<file path="src/rtl/gb_pkg.sv">
// Shared SM83 definitions: ALU opcodes, flag bit positions and the ALU sequencer states.
package gb_pkg;

   typedef enum logic [3:0] {
      OP_ADD = 4'd0,
      OP_ADC = 4'd1,
      OP_SUB = 4'd2,
      OP_SBC = 4'd3,
      OP_AND = 4'd4,
      OP_XOR = 4'd5,
      OP_OR  = 4'd6,
      OP_CP  = 4'd7,
      OP_INC = 4'd8,
      OP_DEC = 4'd9,
      OP_DAA = 4'd10
   } alu_op_e;

   localparam int FLAG_Z = 7;
   localparam int FLAG_N = 6;
   localparam int FLAG_H = 5;
   localparam int FLAG_C = 4;

   typedef enum logic [1:0] {
      IDLE = 2'd0,
      LO   = 2'd1,
      HI   = 2'd2,
      WB   = 2'd3
   } alu_state_e;

   // Opcodes that run the nibble adder in subtract mode.
   function automatic logic op_is_sub(input alu_op_e o);
      return (o == OP_SUB) || (o == OP_SBC) || (o == OP_CP) || (o == OP_DEC);
   endfunction

endpackage

</file>
<file path="src/rtl/alu_nibble_add.sv">
// 4-bit adder/subtractor shared by both ALU passes. ci_i/co_o are true carry
// when sub_i=0 and true borrow when sub_i=1.
module alu_nibble_add (
   input  logic [3:0] a_i,
   input  logic [3:0] b_i,
   input  logic       ci_i,
   input  logic       sub_i,
   output logic [3:0] sum_o,
   output logic       co_o
);

   logic [3:0] b_eff;
   logic       c_eff;
   logic [4:0] raw;

   // Subtraction as a + ~b + ~borrow; the raw carry is the inverted borrow.
   assign b_eff = sub_i ? ~b_i : b_i;
   assign c_eff = sub_i ? ~ci_i : ci_i;
   assign raw   = {1'b0, a_i} + {1'b0, b_eff} + {4'b0, c_eff};
   assign sum_o = raw[3:0];
   assign co_o  = sub_i ? ~raw[4] : raw[4];

endmodule

</file>
<file path="src/rtl/alu_seq.sv">
// Sequential SM83 ALU: two nibble passes (LO, HI) then writeback, owning flag register F.
// Optional DAA (opcode 10) is compiled in with `define ALU_DAA_EN.
module alu_seq
   import gb_pkg::*;
#(
   parameter int DW = 8,
   parameter int AW = 4
) (
   input  logic          clk,
   input  logic          rst,
   input  logic          start,
   input  logic [3:0]    op,
   input  logic [AW-1:0] src1_addr,
   input  logic [AW-1:0] src2_addr,
   input  logic [AW-1:0] dst_addr,
   output logic          busy,
   output logic          done,
   output logic [AW-1:0] r1_addr,
   output logic [AW-1:0] r2_addr,
   input  logic [DW-1:0] r1,
   input  logic [DW-1:0] r2,
   output logic [DW-1:0] alu_res,
   output logic          alu_we,
   output logic [AW-1:0] alu_waddr,
   output logic [7:0]    f_out
);

   alu_state_e    state_q;
   alu_op_e       op_q;
   logic [AW-1:0] r1_addr_q, r2_addr_q, waddr_q;
   logic [DW-1:0] op1_q, op2_q;
   logic [3:0]    lo_q;
   logic          hc_q;
   logic [7:0]    f_q, f_new_q;
   logic          f_upd_q;
   logic [DW-1:0] res_q;
   logic          we_q, done_q;

   logic [3:0]    add_a, add_b, add_sum;
   logic          add_ci, add_co, add_sub, incdec;
   logic [DW-1:0] res_d;
   logic          we_d, upd_d, n_d, h_d, c_d;
   logic [7:0]    f_d;

   assign incdec  = (op_q == OP_INC) || (op_q == OP_DEC);
   assign add_sub = op_is_sub(op_q);

   // LO feeds the live regfile read; HI reuses the adder on the captured high nibbles.
   always_comb begin
      if (state_q == LO) begin
         add_a  = r1[3:0];
         add_b  = incdec ? 4'h1 : r2[3:0];
         add_ci = ((op_q == OP_ADC) || (op_q == OP_SBC)) & f_q[FLAG_C];
      end else begin
         add_a  = op1_q[7:4];
         add_b  = incdec ? 4'h0 : op2_q[7:4];
         add_ci = hc_q;
      end
   end

   alu_nibble_add u_nib (
      .a_i   (add_a),
      .b_i   (add_b),
      .ci_i  (add_ci),
      .sub_i (add_sub),
      .sum_o (add_sum),
      .co_o  (add_co)
   );

`ifdef ALU_DAA_EN
   logic          daa_lo, daa_hi;
   logic [DW-1:0] daa_corr, daa_res;
   logic          daa_c;

   // Decimal adjust: direction follows the N flag left by the previous op.
   always_comb begin
      if (!f_q[FLAG_N]) begin
         daa_lo = f_q[FLAG_H] | (op1_q[3:0] > 4'd9);
         daa_hi = f_q[FLAG_C] | (op1_q > 8'h99);
      end else begin
         daa_lo = f_q[FLAG_H];
         daa_hi = f_q[FLAG_C];
      end
      daa_corr = {(daa_hi ? 4'h6 : 4'h0), (daa_lo ? 4'h6 : 4'h0)};
      daa_res  = f_q[FLAG_N] ? (op1_q - daa_corr) : (op1_q + daa_corr);
      daa_c    = f_q[FLAG_N] ? f_q[FLAG_C] : daa_hi;
   end
`endif

   // HI-phase result and flag formation; only meaningful while state_q == HI.
   always_comb begin
      res_d = {add_sum, lo_q};
      we_d  = 1'b1;
      upd_d = 1'b1;
      n_d   = 1'b0;
      h_d   = hc_q;
      c_d   = add_co;
      case (op_q)
         OP_ADD, OP_ADC: ;
         OP_SUB, OP_SBC: n_d = 1'b1;
         OP_CP: begin
            n_d  = 1'b1;
            we_d = 1'b0;
         end
         OP_AND: begin
            res_d = op1_q & op2_q;
            h_d   = 1'b1;
            c_d   = 1'b0;
         end
         OP_XOR: begin
            res_d = op1_q ^ op2_q;
            h_d   = 1'b0;
            c_d   = 1'b0;
         end
         OP_OR: begin
            res_d = op1_q | op2_q;
            h_d   = 1'b0;
            c_d   = 1'b0;
         end
         OP_INC: c_d = f_q[FLAG_C];
         OP_DEC: begin
            n_d = 1'b1;
            c_d = f_q[FLAG_C];
         end
`ifdef ALU_DAA_EN
         OP_DAA: begin
            res_d = daa_res;
            n_d   = f_q[FLAG_N];
            h_d   = 1'b0;
            c_d   = daa_c;
         end
`endif
         default: begin
            we_d  = 1'b0;
            upd_d = 1'b0;
         end
      endcase
      f_d         = 8'h00;
      f_d[FLAG_Z] = (res_d == '0);
      f_d[FLAG_N] = n_d;
      f_d[FLAG_H] = h_d;
      f_d[FLAG_C] = c_d;
   end

   always_ff @(posedge clk or negedge rst) begin
      if (!rst) begin
         state_q   <= IDLE;
         op_q      <= OP_ADD;
         r1_addr_q <= '0;
         r2_addr_q <= '0;
         waddr_q   <= '0;
         op1_q     <= '0;
         op2_q     <= '0;
         lo_q      <= '0;
         hc_q      <= 1'b0;
         f_q       <= 8'h00;
         f_new_q   <= 8'h00;
         f_upd_q   <= 1'b0;
         res_q     <= '0;
         we_q      <= 1'b0;
         done_q    <= 1'b0;
      end else begin
         case (state_q)
            IDLE: begin
               if (start) begin
                  state_q   <= LO;
                  op_q      <= alu_op_e'(op);
                  r1_addr_q <= src1_addr;
                  r2_addr_q <= src2_addr;
                  waddr_q   <= dst_addr;
               end
            end
            LO: begin
               op1_q   <= r1;
               op2_q   <= r2;
               lo_q    <= add_sum;
               hc_q    <= add_co;
               state_q <= HI;
            end
            HI: begin
               res_q   <= res_d;
               we_q    <= we_d;
               done_q  <= 1'b1;
               f_new_q <= f_d;
               f_upd_q <= upd_d;
               state_q <= WB;
            end
            WB: begin
               we_q    <= 1'b0;
               done_q  <= 1'b0;
               if (f_upd_q) f_q <= f_new_q;
               state_q <= IDLE;
            end
            default: state_q <= IDLE;
         endcase
      end
   end

   assign busy      = (state_q != IDLE);
   assign done      = done_q;
   assign r1_addr   = r1_addr_q;
   assign r2_addr   = r2_addr_q;
   assign alu_waddr = waddr_q;
   assign alu_res   = res_q;
   assign alu_we    = we_q;
   assign f_out     = f_q;

endmodule

</file>
<file path="config.mk">
export PLATFORM = sky130hd
export DESIGN_NAME = alu_seq
export DESIGN_NICKNAME = d
export VERILOG_FILES = /design/src/rtl/gb_pkg.sv /design/src/rtl/alu_nibble_add.sv /design/src/rtl/alu_seq.sv
export SDC_FILE = /design/constraint.sdc
export NUM_CORES = 1
export LEC_CHECK = 0
export BUFFER_PORTS_ARGS = -buffer_cell sky130_fd_sc_hd__buf_2
export CORE_ASPECT_RATIO = 1.2
export CORE_MARGIN = 2
export CORE_UTILIZATION = 50
export DETAILED_ROUTE_END_ITERATION = 10
export GPL_TIMING_DRIVEN = 0
export PLACE_DENSITY = 0.77
export SLEW_MARGIN = 15
export SYNTH_ARGS = -nofsm -noshare
export SYNTH_HDL_FRONTEND = slang
export SYNTH_SLANG_ARGS = --single-unit
</file>
<file path="constraint.sdc">
create_clock -name clk -period 3.4 [get_ports clk]
set_clock_uncertainty 0.15 [all_clocks]
set_input_delay 0.34 -clock clk [delete_from_list [all_inputs] [get_ports clk]]
set_output_delay 0.34 -clock clk [all_outputs]
set_load 0.02 [all_outputs]
</file>
==> impl_metrics.yaml <==
critical_path:
  reg2reg_from: "op_q[2]$_DFFE_PN0P_"
  crit_required_ns: 3.47
  crit_top_cell: "fa_1"
  slowest_stage: "a222oi_1"
  crit_buf_inv: 3
  reg2reg_depth: 13
  cp_top_family: "compound AO/OA/AOI/OAI gates"
  worst-path-max-fanout: 10
  r2r-end: "f_new_q[7]$_DFFE_PN0P_"
  cp_slowest_stage_delay_ns: 0.43
  end_kind: "flip-flop"
  worst_setup_path_start_kind: "flip-flop"
  path_class: "flip-flop to flip-flop"
  arrival_ns: 3.32
  r2r_slack_ns: 0.16
  cp_cell_sequence: "clkbuf_4 -> nor3b_4 -> buf_4 -> o21ai_0 -> o31ai_1 -> xnor2_1 -> fa_1 -> inv_1 -> fa_1 -> xor2_1 -> a222oi_1 -> or2_2 -> o41ai_2"
min_path:
  hp-start: "r1[4]"
  worstHoldPathType: "input port to flip-flop"
  hold_depth: 3
  worstHoldEndpoint: "op1_q[4]$_DFFE_PN0P_"
power:
  vdd_ir_drop_max_mv: 0.640
  power.density_nw_per_um2: 1200
  p_total_uw: 4700
  total_leakage_power_uw: 0.00193
logic_synthesis:
  avgSynthCellArea_um2: 10.4
  synth_area_leader_cell: "dfrtp_1"
  synthCells: 308
  synth-warning-count: 0
  yosysTopAreaCellShare_pct: 45.1
  synth_top_flop_cell: "dfrtp_1"
  synth_cell_types: 45
  syn-cell-area_um2: 3220
  ys_async_sr_fraction_pct: 100
  synth-seq-cells: 58
  seq_area_frac_synth_pct: 45.1
  synth_edf_count: 0
  synth_area_leaders: "dfrtp_1, mux2_2, ha_1"
die:
  io_pins: 66
  placementRows: 32
  core_um2: 6330
  die_y_um: 91.9
  initial_core_util_pct: 50.8
  die-area_um2: 7090
  die_w_um: 77.2
timing:
  period_share_pct: 95.4
  period_needed_ns: 3.24
  maxSlewHeadroom_pct: 52.2
  tightestPinTransition_ns: 0.717
  max_freq_mhz: 308
  setup_viol: 0
  tns_ns: 0
  hold_violations: 0
  whs_ns: 0.0531
  slew_viol_final: 0
routing:
  vias: 2424
  routed_wire_length_per_instance_um: 14.4
  ant_nets: 0
  wl_um: 6880
  first_pass_iters: 4
  drt_iter0_drc: 157
  via_per_inst: 5.07
  drcViolationCount: 0
global_routing:
  grt_max_degree: 59
  grt_pass1_wl_um: 11600
  grt-ovfl-total: 0
  grtUsageTotal_pct: 21.1
  grt_pass1_vias: 2406
  antenna_found_initial: 0
clock_tree:
  cts.sinks: 58
  cts_tree: "built"
  cts.reportedPaths.clkPinSlew_ns: 0.06
  clockBufferDepth: 2
  cts_root_buffer: "clkbuf_8"
  cts_buffers: 9
  h-tree-depth: 3
  worstSkewPairLatency_ns: 0.34
run:
  drv_cap: 0
placement:
  port_buffers: 61
  dp_hpwl_um: 4960
  gp_congestion: 0.875
cells_and_area:
  layout-drive-gt1-share_pct: 32.6
  mostFrequentLayoutCell: "buf_2"
  antenna_cells: 0
  nets: 449
  n_fill_cell: 553
  area_growth_pct: 21.6
  final_cell_mix: "buf_2, dfrtp_1, nand2_1"
run_status:
  status: "complete, no violations"
kinds of logic (layout without fill, tap and decap cells):
| kind of cell | count (synthesis) | in the layout | synth area share (%) |
|---|---|---|---|
| mux | 37 | 37 | 12.6 |
| fa+ha+maj | 26 | 26 | 10.6 |
| xor+xnor | 7 | 7 | 1.91 |
| simple gates | 78 | 78 | 12.0 |
| flops | 58 | 58 | 45.1 |
| other cells | 1 | 4 | 0.117 |
| compound gates | 51 | 51 | 10.9 |
| buf+inv | 50 | 132 | 6.73 |
worst max-delay path by stage:
| stage | from | to | slack [ns] | cells after the start |
|---|---|---|---|---|
| 2_1_floorplan | state_q[1]$_DFFE_PN0P_ | f_new_q[7]$_DFFE_PN0P_ | 0.20 | 12 |
| 3_3_place_gp | state_q[1]$_DFFE_PN0P_ | f_new_q[7]$_DFFE_PN0P_ | -0.46 | 12 |
| 3_5_place_dp | state_q[1]$_DFFE_PN0P_ | f_new_q[7]$_DFFE_PN0P_ | -0.55 | 13 |
| 4_1_cts | state_q[1]$_DFFE_PN0P_ | f_new_q[7]$_DFFE_PN0P_ | 0.05 | 13 |
| 5_1_grt | op_q[2]$_DFFE_PN0P_ | f_new_q[7]$_DFFE_PN0P_ | -0.003 | 13 |
| 6_report | op_q[2]$_DFFE_PN0P_ | f_new_q[7]$_DFFE_PN0P_ | 0.16 | 13 |
routing by layer:
layer	wire, µm	track usage [%]
met1	2990	27.3
met2	3430	33.5
met3	336	5.02
met4	114	9.97
met5	0	0
power breakdown:
part,internal [µW],switching (µW)
sequential,1050,194
clock,337,256
combinational,1260,1610
through the flow:
| step | util (%) | cell area [µm²] | worst slack, ns | cells |
|---|---|---|---|---|
| detailed placement | 57.6 | 3640 | -0.547 | 457 |
| global route | 61.8 | 3910 | -0.00283 | 478 |
| finish | 61.8 | 3910 | 0.155 | 478 |
| global placement | 57.5 | 3640 | -0.465 | 457 |
| CTS | 61.3 | 3880 | 0.0514 | 477 |
| floorplan | - | 3230 | 0.203 | 311 |
cells in the mapped netlist (all sizes together) (8+ instances only):
| library cell | n |
|---|---|
| inv | 31 |
| nor2 | 13 |
| a21oi | 11 |
| mux2 | 29 |
| nand2b | 11 |
| dfrtp | 58 |
| nand2 | 36 |
| o21ai | 17 |
| mux2i | 8 |
| ha | 24 |
| buf | 12 |
sequential cells by signal (all words and copies together) (netlist names):
signal     cells
state_q        2
f_upd_q        1
alu_we         1
done           1
r1_addr        4
alu_res        8
op2_q          8
lo_q           4
f_out          4
alu_waddr      4
r2_addr        4
op_q           4
op1_q          8
hc_q           1
f_new_q        4
worst register-to-register path, stage by stage (launching register included):
cell and delay [ns]:
dfrtp_1 0.40, clkbuf_4 0.21, nor3b_4 0.24, buf_4 0.18, o21ai_0 0.10, o31ai_1 0.10, xnor2_1 0.20, fa_1 0.23
inv_1 0.05, fa_1 0.40, xor2_1 0.18, a222oi_1 0.43, or2_2 0.20, o41ai_2 0.06
what timing repair did:
| action | CTS | global route |
|---|---|---|
| pin swaps | 1 | 1 |
| gates cloned | 0 | 0 |
| resized for setup | 8 | 6 |
| buffers inserted | 3 | 1 |
| endpoints found under the hold margin | 58 | 0 |
| endpoints found under the setup margin | 10 | 5 |
| hold buffers | 1 | 0 |
area by class of cell:
type / instances / area (µm²) / area share, %
Inverter: 31 / 116 / 2.98
Timing Repair Buffer: 66 / 348 / 8.90
Buffer: 19 / 115 / 2.94
Sequential cell: 58 / 1450 / 37.1
Clock inverter: 3 / 40.0 / 1.02
Multi-Input combinational cell: 203 / 1590 / 40.8
Tap cell: 85 / 106 / 2.72
Clock buffer: 13 / 139 / 3.55
(Power assumes the default switching activity.)
